**config.mk**
```make
export PLATFORM = sky130hd
export DESIGN_NAME = fpmult_norm_round_pipe
export DESIGN_NICKNAME = d
export VERILOG_FILES = /design/src/rtl/fpmult_norm_round_pipe_pkg.sv /design/src/rtl/fpmult_round_pack.sv /design/src/rtl/fpmult_norm_round_pipe.sv
export SDC_FILE = /design/constraint.sdc
export NUM_CORES = 1
export LEC_CHECK = 0
export BUFFER_PORTS_ARGS = -buffer_cell sky130_fd_sc_hd__buf_2
export CAP_MARGIN = 10
export CORE_MARGIN = 2
export CORE_UTILIZATION = 65
export DETAILED_ROUTE_END_ITERATION = 16
export PLACE_DENSITY = 0.88
export SLEW_MARGIN = 40
export SYNTH_ARGS = -nofsm -noshare
export SYNTH_HDL_FRONTEND = slang
export SYNTH_HIERARCHICAL = 1
export SYNTH_SLANG_ARGS = --single-unit
```
**constraint.sdc**
```tcl
create_clock -name clk -period 9.1 [get_ports clk]
set_input_delay 1.82 -clock clk [delete_from_list [all_inputs] [get_ports clk]]
set_output_delay 1.82 -clock clk [all_outputs]
set_load 0.05 [all_outputs]
```
**src/rtl/fpmult_norm_round_pipe_pkg.sv**
```systemverilog
// Shared FPMult constants, stage payload types and exception bit positions (fp16 layout).
package fpmult_norm_round_pipe_pkg;
  localparam int EXPONENT = 5;
  localparam int MANTISSA = 10;
  localparam int SPLIT    = 9;
  localparam int BIAS     = 2**(EXPONENT-1) - 1;
  localparam int DWIDTH   = 1 + EXPONENT + MANTISSA;
  localparam int PWIDTH   = 2*MANTISSA + 2;
  localparam int EWIDTH   = EXPONENT + 2;
  localparam int EMAX     = 2**EXPONENT - 1;

  localparam logic [DWIDTH-1:0] QNAN = {1'b0, {EXPONENT{1'b1}}, 1'b1, {(MANTISSA-1){1'b0}}};

  // out_exc = {overflow, underflow, inexact, invalid}
  localparam int EXC_OVERFLOW  = 3;
  localparam int EXC_UNDERFLOW = 2;
  localparam int EXC_INEXACT   = 1;
  localparam int EXC_INVALID   = 0;

  // InputExc = {any, ANaN, BNaN, AInf, BInf}
  localparam int IEXC_ANY  = 4;
  localparam int IEXC_ANAN = 3;
  localparam int IEXC_BNAN = 2;
  localparam int IEXC_AINF = 1;
  localparam int IEXC_BINF = 0;

  typedef struct packed {
    logic              sign;
    logic [EWIDTH-1:0] expo;
    logic              zero;
    logic [4:0]        exc;
  } hdr_t;

  typedef struct packed {
    logic [MANTISSA-1:0] frac;
    logic                guard;
    logic                sticky;
  } norm_t;

  function automatic logic [DWIDTH-1:0] pack_fp(input logic s,
                                                input logic [EXPONENT-1:0] e,
                                                input logic [MANTISSA-1:0] m);
    return {s, e, m};
  endfunction
endpackage

```
**src/rtl/fpmult_round_pack.sv**
```systemverilog
// Final multiply stage: rounding, range check, exception override and IEEE packing.
// FPMULT_ROUND_NEAREST_EN selects round-to-nearest-even; otherwise truncation toward zero.
module fpmult_round_pack
  import fpmult_norm_round_pipe_pkg::*;
(
  input  hdr_t              hdr,
  input  norm_t             norm,
  output logic [DWIDTH-1:0] result,
  output logic [3:0]        exc
);
  logic [MANTISSA-1:0] mant;
  logic [EWIDTH-1:0]   exp_r;
  logic                inexact;
  logic                overflow;
  logic                underflow;
  logic                any_inf;
  logic                is_nan;
  logic                is_inf;

`ifdef FPMULT_ROUND_NEAREST_EN
  logic              round_up;
  logic [MANTISSA:0] mant_sum;

  // A carry out of the fraction means 1.111..1 rounded up to 10.000..0.
  assign round_up = norm.guard & (norm.sticky | norm.frac[0]);
  assign mant_sum = {1'b0, norm.frac} + {{MANTISSA{1'b0}}, round_up};
  assign mant     = mant_sum[MANTISSA-1:0];
  assign exp_r    = hdr.expo + {{(EWIDTH-1){1'b0}}, mant_sum[MANTISSA]};
`else
  assign mant  = norm.frac;
  assign exp_r = hdr.expo;
`endif

  assign inexact   = norm.guard | norm.sticky;
  assign overflow  = ~exp_r[EWIDTH-1] & (exp_r >= EWIDTH'(EMAX));
  assign underflow = exp_r[EWIDTH-1] | (exp_r == '0);
  assign any_inf   = hdr.exc[IEXC_AINF] | hdr.exc[IEXC_BINF];
  assign is_nan    = hdr.exc[IEXC_ANY] &
                     (hdr.exc[IEXC_ANAN] | hdr.exc[IEXC_BNAN] | (any_inf & hdr.zero));
  assign is_inf    = hdr.exc[IEXC_ANY] & any_inf;

  always_comb begin
    result = pack_fp(hdr.sign, exp_r[EXPONENT-1:0], mant);
    exc    = '0;
    exc[EXC_INEXACT] = inexact;
    if (is_nan) begin
      result = QNAN;
      exc    = '0;
      exc[EXC_INVALID] = 1'b1;
    end else if (is_inf) begin
      result = pack_fp(hdr.sign, '1, '0);
      exc    = '0;
    end else if (hdr.zero) begin
      // Denormal or zero operand: product flushed to zero without raising anything.
      result = pack_fp(hdr.sign, '0, '0);
      exc    = '0;
    end else if (overflow) begin
      result = pack_fp(hdr.sign, '1, '0);
      exc    = '0;
      exc[EXC_OVERFLOW] = 1'b1;
      exc[EXC_INEXACT]  = 1'b1;
    end else if (underflow) begin
      result = pack_fp(hdr.sign, '0, '0);
      exc    = '0;
      exc[EXC_UNDERFLOW] = 1'b1;
      exc[EXC_INEXACT]   = 1'b1;
    end
  end
endmodule

```
**src/rtl/fpmult_norm_round_pipe.sv**
```systemverilog
// FPMult back end: completes the split product, normalizes, rounds and packs in 3 stages.
// Rounding mode set by FPMULT_ROUND_NEAREST_EN (undefined: truncate); valid/ready on both sides.
module fpmult_norm_round_pipe
  import fpmult_norm_round_pipe_pkg::*;
(
  input  logic                clk,
  input  logic                rst,
  input  logic                in_valid,
  output logic                in_ready,
  input  logic                Sa,
  input  logic                Sb,
  input  logic [EXPONENT-1:0] Ea,
  input  logic [EXPONENT-1:0] Eb,
  input  logic [PWIDTH-1:0]   Mp,
  input  logic [MANTISSA-1:0] Ma,
  input  logic [SPLIT-1:0]    Mb_lo,
  input  logic [4:0]          InputExc,
  output logic                out_valid,
  input  logic                out_ready,
  output logic [DWIDTH-1:0]   result,
  output logic [3:0]          out_exc
);
  logic v1_reg, v2_reg, v3_reg;
  logic ready1, ready2, ready3;

  logic [PWIDTH-1:0] p_calc;
  hdr_t              hdr_calc;
  logic [PWIDTH-1:0] s1_p_reg;
  hdr_t              s1_hdr_reg;

  hdr_t  hdr_norm;
  norm_t norm_calc;
  hdr_t  s2_hdr_reg;
  norm_t s2_norm_reg;

  logic [DWIDTH-1:0] pack_result;
  logic [3:0]        pack_exc;
  logic [DWIDTH-1:0] result_reg;
  logic [3:0]        exc_reg;

  // A stage may load when it is empty or its content moves on this cycle.
  assign ready3   = ~v3_reg | out_ready;
  assign ready2   = ~v2_reg | ready3;
  assign ready1   = ~v1_reg | ready2;
  assign in_ready = ready1 & ~rst;

  // Stage 1: the prep stage skipped Mb's low SPLIT bits, add their partial product back in.
  assign p_calc = (Mp << SPLIT) + (PWIDTH'({1'b1, Ma}) * PWIDTH'(Mb_lo));

  always_comb begin
    hdr_calc.sign = Sa ^ Sb;
    hdr_calc.expo = EWIDTH'(Ea) + EWIDTH'(Eb) - EWIDTH'(BIAS);
    hdr_calc.zero = (Ea == '0) | (Eb == '0);
    hdr_calc.exc  = InputExc;
  end

  // Stage 2: product of two [1,2) significands lies in [1,4); at most one right shift.
  always_comb begin
    hdr_norm  = s1_hdr_reg;
    norm_calc = '0;
    if (s1_p_reg[PWIDTH-1]) begin
      hdr_norm.expo    = s1_hdr_reg.expo + EWIDTH'(1);
      norm_calc.frac   = s1_p_reg[PWIDTH-2 -: MANTISSA];
      norm_calc.guard  = s1_p_reg[PWIDTH-2-MANTISSA];
      norm_calc.sticky = |s1_p_reg[PWIDTH-3-MANTISSA:0];
    end else begin
      norm_calc.frac   = s1_p_reg[PWIDTH-3 -: MANTISSA];
      norm_calc.guard  = s1_p_reg[PWIDTH-3-MANTISSA];
      norm_calc.sticky = |s1_p_reg[PWIDTH-4-MANTISSA:0];
    end
  end

  fpmult_round_pack u_round_pack (
    .hdr    (s2_hdr_reg),
    .norm   (s2_norm_reg),
    .result (pack_result),
    .exc    (pack_exc)
  );

  always_ff @(posedge clk) begin
    if (rst) begin
      v1_reg     <= 1'b0;
      v2_reg     <= 1'b0;
      v3_reg     <= 1'b0;
      result_reg <= '0;
      exc_reg    <= '0;
    end else begin
      if (ready1) v1_reg <= in_valid;
      if (ready2) v2_reg <= v1_reg;
      if (ready3) begin
        v3_reg <= v2_reg;
        if (v2_reg) begin
          result_reg <= pack_result;
          exc_reg    <= pack_exc;
        end
      end
    end
  end

  // Payload registers need no reset: the valid bits qualify them.
  always_ff @(posedge clk) begin
    if (ready1 && in_valid) begin
      s1_p_reg   <= p_calc;
      s1_hdr_reg <= hdr_calc;
    end
    if (ready2 && v1_reg) begin
      s2_hdr_reg  <= hdr_norm;
      s2_norm_reg <= norm_calc;
    end
  end

  assign out_valid = v3_reg;
  assign result    = result_reg;
  assign out_exc   = exc_reg;
endmodule
```
==> results of run 1 <==
metrics by stage:
| stage | cell area [µm²] | total power [mW] | hold WS [ps] |
|---|---|---|---|
| final | 7830 | 2.21 | 430 |
| after global routing | 7830 | 2.38 | 441 |
| after CTS | 7830 | 2.19 | 436 |
| after detailed placement | 7650 | 1.95 | 410 |
| after global placement | 7620 | 1.88 | 402 |
| after floorplan | 7180 | 1.68 | 400 |
final cells by class:
class | count | area, µm²
sequential | 85 | 2320
clock inverter | 6 | 46.3
timing repair buffer | 76 | 405
inverter | 123 | 462
clock buffer | 10 | 128
fill | 741 | 2970
multi-input combinational | 474 | 4290
tap | 140 | 175
cell families after synthesis:
group | Yosys count
compound gates | 91
xor+xnor | 23
fa+ha+maj | 136
buf+inv | 153
flops | 85
mux | 12
simple gates | 212
synthesized netlist by cell type (3+ instances only):
| library cell | count | area [µm²] |
|---|---|---|
| nand2_1 | 103 | 387 |
| nand2b_1 | 3 | 18.8 |
| nor3_1 | 4 | 20.0 |
| dfxtp_1 | 23 | 460 |
| xor2_1 | 9 | 78.8 |
| a21oi_1 | 37 | 185 |
| o211ai_1 | 3 | 22.5 |
| mux2_2 | 12 | 135 |
| xnor2_1 | 14 | 123 |
| nand3_1 | 4 | 20.0 |
| o21ai_1 | 6 | 30.0 |
| a21o_1 | 9 | 67.6 |
| fa_1 | 76 | 1520 |
| nor4_1 | 3 | 18.8 |
| nor2_1 | 18 | 67.6 |
| and3_1 | 5 | 31.3 |
| inv_1 | 123 | 462 |
| clkbuf_1 | 25 | 93.8 |
| o21bai_1 | 3 | 22.5 |
| nor2b_1 | 5 | 31.3 |
| nand4_1 | 7 | 43.8 |
| ha_1 | 60 | 751 |
| and2_1 | 43 | 269 |
| o21ai_0 | 10 | 50.1 |
| nor4b_1 | 9 | 78.8 |
| edfxtp_1 | 62 | 1860 |
report_power, final:
part | switching, mW | internal, mW | total, mW
combinational | 0.794 | 0.571 | 1.37
clock | 0.133 | 0.101 | 0.234
sequential | 0.0405 | 0.565 | 0.606
routing by layer:
layer / track usage / vias to the layer above / part of all wire
met5: 0 / - / 0
met4: 0.0577 / 0 / 0.015
met3: 0.0347 / 23 / 0.054
met2: 0.429 / 177 / 0.53
met1: 0.304 / 2479 / 0.40
li1: - / 2415 / -
worst paths after layout:
path | start | endpoint | slack [ps] | cells past startpoint
min reg2reg | hdr_norm[1]$_DFFE_PP_ | s2_hdr_reg[1]$_DFFE_PP_ | 430 | 0
max reg2reg | s2_hdr_reg[1]$_DFFE_PP_ | result[3]$_SDFFE_PP0P_ | 7260 | 5
min | hdr_norm[1]$_DFFE_PP_ | s2_hdr_reg[1]$_DFFE_PP_ | 430 | 0
max | Mb_lo[8] | s1_p_reg[16]$_DFFE_PP_ | 2820 | 17
critical path, stage by stage:
cell,delay (ps)
buf_2,190
and2_1,190
fa_1,530
inv_1,60
fa_1,530
inv_1,60
fa_1,510
fa_1,550
inv_1,50
fa_1,500
inv_1,40
ha_1,400
a21oi_1,210
o21ai_1,150
or3_1,340
o21ai_1,150
xnor2_1,80
cell usage in the layout (no fill, tap or decap), types with 3 or more instances in the layout:
master,count
a21o_1,9
a21oi_1,37
and2_1,43
and3_1,5
buf_2,74
clkbuf_8,9
dfxtp_1,23
edfxtp_1,62
fa_1,76
ha_1,60
inv_1,123
mux2_2,12
nand2_1,103
nand2b_1,3
nand3_1,4
nand4_1,7
nor2_1,18
nor2b_1,3
nor3_1,4
nor4_1,3
nor4b_1,9
o211ai_1,3
o21ai_0,10
o21ai_1,6
o21bai_1,3
xnor2_1,14
xor2_1,9
==> flow_metrics.env, run 1 <==
export IMPL_setup_viol=0
export IMPL_die_h_um=109
export IMPL_root_buffer="clkbuf_8"
export IMPL_slew_viol_final=0
export IMPL_drt_iter0_drc=347
export IMPL_critPathCaptureType="flop"
export IMPL_yosys_area_share_simple=0.146
export IMPL_finalCritPeriodShare=0.690
export IMPL_synth_fp_nets=910
export IMPL_powerDensity_mw_per_mm2=282
export IMPL_tns_ps=0
export IMPL_numCtsBuffers=9
export IMPL_first_pass_iters=6
export IMPL_antennaDiodeCount=0
export IMPL_die_area_mm2=0.0119
export IMPL_postCtsHoldBufs=0
export IMPL_post_route_util=0.725
export IMPL_die_w_um=109
export IMPL_yosys_most_used_dff="edfxtp_1"
export IMPL_cts_tree="yes"
export IMPL_final_hold_violation_count=0
export IMPL_async_reset_ff_frac=0
export IMPL_syn_area_per_cell_um2=10.1
export IMPL_grt_pass1_vias=5056
export IMPL_peakVddDrop_uv=330
export IMPL_syn_to_final_growth_pct=8.93
export IMPL_dpl_hpwl_um=10900
export IMPL_hold_path_class="flop to flop"
export IMPL_arrival_ps=6370
export IMPL_cts_resized=0
export IMPL_clk_pin_slew_worst_paths_ps=80
export IMPL_status="finished, final reports clean"
export IMPL_nets=967
export IMPL_cp_required_ps=9200
export IMPL_grt_pass1_wl_um=22400
export IMPL_final_cells=914
export IMPL_routed_wl_um=13600
export IMPL_vias=5094
export IMPL_initial_core_util=0.666
export IMPL_drv_cap=0
export IMPL_dp_cells=898
export IMPL_fmax_ghz=0.159
export IMPL_rsz0062_at_grt="false"
export IMPL_synthMuxAreaShare=0.0188
export IMPL_yosys_area_share_adder=0.316
export IMPL_timing_slew_headroom=0.496
export IMPL_yosysWarnings=6
export IMPL_coreArea_mm2=0.0108
export IMPL_critical_path_class="input port to flop"
export IMPL_largest_reg_flops=22
export IMPL_ys_types=56
export IMPL_synth_top_family_by_area="adder cells"
export IMPL_worst_setup_path_start_kind="input port"
export IMPL_drc=0
export IMPL_synth_area_mm2=0.00718
export IMPL_netlist_instances=712
export IMPL_skew_ps=12.3
export IMPL_rows=38
export IMPL_htree_num_levels=3
export IMPL_ant_nets=0
export IMPL_seq_area_frac_synth=0.323
export IMPL_ys_ff_latch=85
export IMPL_setup_ws_ps=2820
export IMPL_vias_per_cell=5.57
export IMPL_antenna_found_initial=0
export IMPL_synth_compound_area_frac=0.0860
export IMPL_grt_overflow_total=0
export IMPL_clkLatencyLatePin_ps=350
export IMPL_cts_setup_buffers=0
export IMPL_synth_xor_area_frac=0.0280
export IMPL_cts_buffer_depth=2
export IMPL_gp_congestion=0.889
export IMPL_synth_edf_count=62
export IMPL_fin_crit_ps=6280
export IMPL_crit_fanout=12
export IMPL_grt_max_degree=25
export IMPL_worst_pin_slew_ps=753
export IMPL_io_buffer_count=74
export IMPL_ios=84
export IMPL_drt_wirelength_per_cell_um=14.9
export IMPL_drive_above_1_share=0.154
export IMPL_p_leak_nw=3.66
export IMPL_grt_usage=0.239
export IMPL_dpl_worst_slack_ps=2480
export IMPL_cts_sink_count=85
Note: power is estimated with default switching activity, not from simulation.
==> run 2: changes to the inputs <==
ABC_AREA = 1   (was default)
CORE_UTILIZATION = 60   (was 65)
PLACE_DENSITY = 0.81   (was 0.88)
clock period = 6.05 ns   (was 9.1 ns; I/O delays follow)
==> run 2 against run 1 <==
Against the previous run: critical path depth rose by 4; critical endpoint is now s1_p_reg[19]$_DFFE_PP_; combinational power grew 40%; clock power grew 150%; design area increased by 5.2%; wire length is 2.7% lower; register-to-register slack got worse by 2900 ps; cell count increased by 23%; core utilization decreased by 4.3 points.
==> flow_metrics.env, run 2 <==
export IMPL_status="finished, final reports clean"
export IMPL_wl_met3_um=600
export IMPL_antenna_found_initial=0
export IMPL_final_common_cell="inv_1"
export IMPL_die_w_um=115
export IMPL_nets=1152
export IMPL_syn_area_per_cell_um2=8.30
export IMPL_power_switching_mw=1.45
export IMPL_peakVddDrop_uv=218
export IMPL_yosysWarnings=6
export IMPL_worst_pin_slew_ps=703
export IMPL_routed_wl_um=13200
export IMPL_drt_wirelength_per_cell_um=11.7
export IMPL_cp_required_ps=6140
export IMPL_cts_tree="yes"
export IMPL_post_route_util=0.682
export IMPL_rows=40
export IMPL_total_power_mw=3.38
export IMPL_path_common_cell="nand2_1"
export IMPL_grt_overflow_total=0
export IMPL_worst_setup_path_start_kind="input port"
export IMPL_synth_edf_count=62
export IMPL_die_area_mm2=0.0133
export IMPL_cpMaxStageDelayCell="fa_1"
export IMPL_clkLatencyLatePin_ps=330
export IMPL_grt_usage=0.222
export IMPL_synth_commonest_cells="inv_1, nand2_1, fa_1"
export IMPL_path_cells="buf_2 > nand2_1 > inv_1 > fa_1 > inv_1 > fa_1 > inv_1 > fa_1 > fa_1 > inv_1 > fa_1 > inv_1 > ha_1 > nand2_1 > inv_1 > nand2_1 > nand2_1 > a21oi_1 > nand2_1 > nand2_1 > nand2_1"
export IMPL_p_leak_nw=4.55
export IMPL_cts_buffer_depth=2
export IMPL_seq_area_frac_synth=0.312
export IMPL_cts_sink_count=85
export IMPL_fin_crit_ps=5240
export IMPL_final_hold_violation_count=0
export IMPL_top_layer="met4"
export IMPL_fmax_ghz=0.191
export IMPL_grt_pass1_vias=5497
export IMPL_finalCritPeriodShare=0.866
export IMPL_synth_top_area_frac=0.250
export IMPL_netlist_instances=897
export IMPL_io_buffer_count=74
export IMPL_slowest_delay_ps=540
export IMPL_ys_ff_latch=85
export IMPL_drive_above_1_share=0.114
export IMPL_postCtsHoldBufs=0
export IMPL_setup_viol=0
export IMPL_async_reset_ff_frac=0
export IMPL_slew_viol_final=0
export IMPL_synth_area_leaders="edfxtp_1, fa_1, inv_1, nand2_1, ha_1"
export IMPL_p_seq_frac=0.260
export IMPL_combPwrFrac=0.570
export IMPL_cts_setup_buffers=0
export IMPL_ant_nets=0
export IMPL_crit_fanout=12
export IMPL_dr_wl_met2_um=6730
export IMPL_initial_core_util=0.617
export IMPL_cts_resized=0
export IMPL_grt_pass1_wl_um=23600
export IMPL_yosys_most_used_dff="edfxtp_1"
export IMPL_first_pass_iters=5
export IMPL_vias=5463
export IMPL_dpl_worst_slack_ps=439
export IMPL_yosysMostFrequentCell="inv_1"
export IMPL_tns_ps=0
export IMPL_grt_max_degree=37
export IMPL_fill_cells=970
export IMPL_multi_input_area_mm2=0.00411
export IMPL_syn_to_final_growth_pct=10.6
export IMPL_root_buffer="clkbuf_16"
export IMPL_die_h_um=115
export IMPL_largest_reg_flops=22
export IMPL_synth_area_mm2=0.00744
export IMPL_final_cell_mix="inv_1, nand2_1, fa_1, nor2_1, buf_2"
export IMPL_timing_slew_headroom=0.531
export IMPL_numCtsBuffers=9
export IMPL_ys_types=35
export IMPL_final_seq_area_mm2=0.00232
export IMPL_synth_top_area_cell="edfxtp_1"
export IMPL_critPathCaptureType="flop"
export IMPL_p_clk_frac=0.170
export IMPL_gp_congestion=0.870
export IMPL_arrival_ps=5330
export IMPL_setup_ws_ps=810
export IMPL_dpl_hpwl_um=10600
export IMPL_vias_per_cell=4.85
export IMPL_rsz0062_at_grt="false"
export IMPL_skew_ps=7.55
export IMPL_critical_path_class="input port to flop"
export IMPL_p_int_mw=1.93
export IMPL_drt_iter0_drc=223
export IMPL_drv_cap=0
export IMPL_met1Wirelength_um=5620
export IMPL_clk_pin_slew_worst_paths_ps=60
export IMPL_sw_frac_of_total=0.429
export IMPL_antennaDiodeCount=0
export IMPL_hold_ws_ps=415
export IMPL_coreArea_mm2=0.0121
export IMPL_synth_fp_nets=1095
export IMPL_ios=84
export IMPL_htree_num_levels=3
export IMPL_hold_path_class="flop to flop"
export IMPL_powerDensity_mw_per_mm2=410
export IMPL_drc=0
==> run 2: metal layers <==
| metal | global-route usage | vias to the layer above |
|---|---|---|
| met5 | 0 | - |
| met4 | 0.0763 | 0 |
| met3 | 0.0380 | 29 |
| met2 | 0.395 | 151 |
| met1 | 0.273 | 2520 |
| li1 | - | 2763 |
==> run 2: worst paths after layout <==
path / end / depth (start not counted) / slack, ps / start
max: s1_p_reg[19]$_DFFE_PP_ / 21 / 810 / Mb_lo[8]
min: s2_hdr_reg[1]$_DFFE_PP_ / 0 / 420 / hdr_norm[1]$_DFFE_PP_
max reg2reg: s2_hdr_reg[12]$_DFFE_PP_ / 4 / 4360 / s1_p_reg[21]$_DFFE_PP_
min reg2reg: s2_hdr_reg[1]$_DFFE_PP_ / 0 / 420 / hdr_norm[1]$_DFFE_PP_
==> run 2: final cells by class <==
class / count / area share
Tap cell: 168 / 0.0255
Inverter: 237 / 0.108
Clock buffer: 10 / 0.0278
Multi-Input combinational cell: 546 / 0.500
Clock inverter: 6 / 0.0106
Sequential cell: 85 / 0.282
Timing Repair Buffer: 75 / 0.0459
==> run 2: kinds of logic (layout without fill, tap and decap cells) <==
logic type,after synthesis,in the layout,share of synthesized area
xor+xnor,18,18,0.0212
simple gates,336,336,0.182
fa+ha+maj,136,136,0.305
mux,1,1,0.00151
compound gates,55,55,0.0425
buf+inv,266,328,0.135
flops,85,85,0.312
==> run 2: metrics by stage <==
stage / area (µm²) / std cells
floorplan: 7440 / 897
global placement: 7910 / 1111
detailed placement: 7910 / 1111
CTS: 8230 / 1127
global route: 8230 / 1127
finish: 8230 / 1127
==> run 2: power groups by stage <==
| stage | Combinational, mW | Sequential (mW) | Clock (mW) |
|---|---|---|---|
| 3_5_place_dp | 1.93 | 0.886 | 0 |
| 4_1_cts | 1.94 | 0.877 | 0.586 |
| 6_report | 1.92 | 0.876 | 0.575 |
| 2_1_floorplan | 1.53 | 0.895 | 0 |
| 3_3_place_gp | 1.86 | 0.882 | 0 |
| 5_1_grt | 2.28 | 0.887 | 0.615 |
==> run 2: worst max-delay path, delay by kind of cell <==
kind	cells	cell delay (ps)
adder cells (fa/ha/maj)	6	2940
AND/OR/NAND/NOR	7	470
buffers and inverters	7	510
AO/OA/AOI/OAI	1	190
==> run 3: changes to the inputs <==
CORE_UTILIZATION = 65   (was 60)
PLACE_DENSITY = 0.87   (was 0.81)
clock period = 6.45 ns   (was 6.05 ns; I/O delays follow)
==> run 3 against run 2 <==
Against the previous run: clock-buffer cell count down 1; sequential share of layout area up 0.14 points; combinational power down 4%; critical path depth unchanged; total power down 6.0%; register-to-register slack better by 380 ps; global-route usage up 0.41 points.
==> flow_metrics.env, run 3 (synthesis gave the netlist of run 2 again) <==
export IMPL_cpMaxStageDelayCell="fa_1"
export IMPL_antenna_found_initial=0
export IMPL_worst_path_buf_inv=7
export IMPL_total_power_mw=3.17
export IMPL_nets=1153
export IMPL_cts_tree="yes"
export IMPL_first_pass_iters=5
export IMPL_hold_path_depth=0
export IMPL_combPwrFrac=0.581
export IMPL_sw_frac_of_total=0.440
export IMPL_drv_cap=0
export IMPL_grt_max_degree=37
export IMPL_hold_path_class="flop to flop"
export IMPL_worst_pin_slew_ps=708
export IMPL_ios=84
export IMPL_cts_buffer_depth=2
export IMPL_rsz0062_at_grt="false"
export IMPL_ant_nets=0
export IMPL_min_from="hdr_norm[2]$_DFFE_PP_"
export IMPL_p_int_mw=1.78
export IMPL_finalCritPeriodShare=0.827
export IMPL_slew_viol_final=0
export IMPL_reg2reg_setup_slack_ps=4740
export IMPL_power_switching_mw=1.40
export IMPL_post_route_util=0.723
export IMPL_antennaDiodeCount=0
export IMPL_vias_per_cell=4.91
export IMPL_path_cells="buf_2 > nand2_1 > inv_1 > fa_1 > inv_1 > fa_1 > inv_1 > fa_1 > fa_1 > inv_1 > fa_1 > inv_1 > ha_1 > nand2_1 > inv_1 > nand2_1 > nand2_1 > a21oi_1 > nand2_1 > nand2_1 > nand2_1"
export IMPL_crit_fanout=12
export IMPL_grt_overflow_total=0
export IMPL_dpl_hpwl_um=10700
export IMPL_reg2reg_from="s1_p_reg[21]$_DFFE_PP_"
export IMPL_drc=0
export IMPL_status="finished, final reports clean"
export IMPL_drt_wirelength_per_cell_um=11.7
export IMPL_final_cell_mix="inv_1, nand2_1, fa_1, nor2_1, buf_2"
export IMPL_r2r_cells=4
export IMPL_holdPathEnd="s2_hdr_reg[2]$_DFFE_PP_"
export IMPL_cts_setup_buffers=0
export IMPL_coreArea_mm2=0.0113
export IMPL_gp_congestion=0.872
export IMPL_grt_usage=0.226
export IMPL_rows=39
export IMPL_grt_pass1_wl_um=22800
export IMPL_numCtsBuffers=9
export IMPL_peakVddDrop_uv=252
export IMPL_largest_reg_flops=22
export IMPL_slowest_delay_ps=540
export IMPL_io_buffer_count=74
export IMPL_syn_to_final_growth_pct=10.0
export IMPL_drive_above_1_share=0.116
export IMPL_cts_resized=0
export IMPL_final_hold_violation_count=0
export IMPL_die_h_um=111
export IMPL_timing_slew_headroom=0.528
export IMPL_fin_crit_ps=5330
export IMPL_critPathCaptureType="flop"
export IMPL_critical_path_class="input port to flop"
export IMPL_initial_core_util=0.658
export IMPL_die_w_um=111
export IMPL_critPathTopFamily="adder cells"
export IMPL_clk_pin_slew_worst_paths_ps=60
export IMPL_fmax_ghz=0.187
export IMPL_path_common_cell="nand2_1"
export IMPL_grt_pass1_vias=5334
export IMPL_vias=5412
export IMPL_arrival_ps=5420
export IMPL_postCtsHoldBufs=0
export IMPL_setup_viol=0
export IMPL_worstReg2RegEnd="s2_hdr_reg[12]$_DFFE_PP_"
export IMPL_routed_wl_um=12900
export IMPL_p_leak_nw=4.54
export IMPL_final_common_cell="inv_1"
export IMPL_worst_setup_path_start_kind="input port"
export IMPL_clkLatencyLatePin_ps=330
export IMPL_skew_ps=4.41
export IMPL_htree_num_levels=3
export IMPL_drt_iter0_drc=250
export IMPL_powerDensity_mw_per_mm2=387
export IMPL_root_buffer="clkbuf_16"
export IMPL_die_area_mm2=0.0123
export IMPL_multi_input_area_mm2=0.00411
export IMPL_final_seq_area_mm2=0.00232
export IMPL_cp_required_ps=6540
export IMPL_cts_sink_count=85
export IMPL_tns_ps=0
export IMPL_p_seq_frac=0.259
export IMPL_fill_cells=840
export IMPL_p_clk_frac=0.160
-- run 3: layout make-up --
cell class / instances / share of cell area
Clock inverter: 7 / 0.00901
Multi-Input combinational cell: 546 / 0.502
Timing Repair Buffer: 76 / 0.0471
Tap cell: 143 / 0.0218
Clock buffer: 9 / 0.0275
Sequential cell: 85 / 0.284
Inverter: 237 / 0.109
-- run 3: worst max-delay path by stage --
stage                     cells past startpoint                      to  slack [ps]     start
after floorplan                              21  s1_p_reg[19]$_DFFE_PP_        1020  Mb_lo[8]
after global placement                       21  s1_p_reg[20]$_DFFE_PP_         840  Mb_lo[8]
after detailed placement                     21  s1_p_reg[19]$_DFFE_PP_         820  Mb_lo[8]
after CTS                                    21  s1_p_reg[19]$_DFFE_PP_        1120  Mb_lo[8]
after global routing                         21  s1_p_reg[20]$_DFFE_PP_         910  Mb_lo[8]
final                                        21  s1_p_reg[19]$_DFFE_PP_        1120  Mb_lo[8]
-- run 3: power by group through the flow --
stage                     logic (mW)  clock network [mW]  registers, mW
after CTS                       1.85               0.519          0.823
after floorplan                 1.44                   0          0.839
after global placement          1.73                   0          0.826
after detailed placement        1.82                   0          0.833
final                           1.84               0.507          0.822
after global routing            2.15               0.542          0.832
-- run 3: through the flow --
| step | hold slack [ps] | area, µm² | cells | setup WS, ps |
|---|---|---|---|---|
| 2_1_floorplan | 400 | 7440 | 897 | 1020 |
| 3_3_place_gp | 402 | 7890 | 1087 | 836 |
| 3_5_place_dp | 406 | 7890 | 1087 | 816 |
| 4_1_cts | 423 | 8190 | 1103 | 1120 |
| 5_1_grt | 426 | 8190 | 1103 | 911 |
| 6_report | 423 | 8190 | 1103 | 1120 |
-- run 3: metal layers --
metal / wire length, µm / GRT usage / vias to the layer above
met5: 0 / 0 / -
met4: 118 / 0.0634 / 0
met3: 586 / 0.0361 / 12
met2: 6890 / 0.418 / 133
met1: 5340 / 0.275 / 2501
li1: - / - / 2766
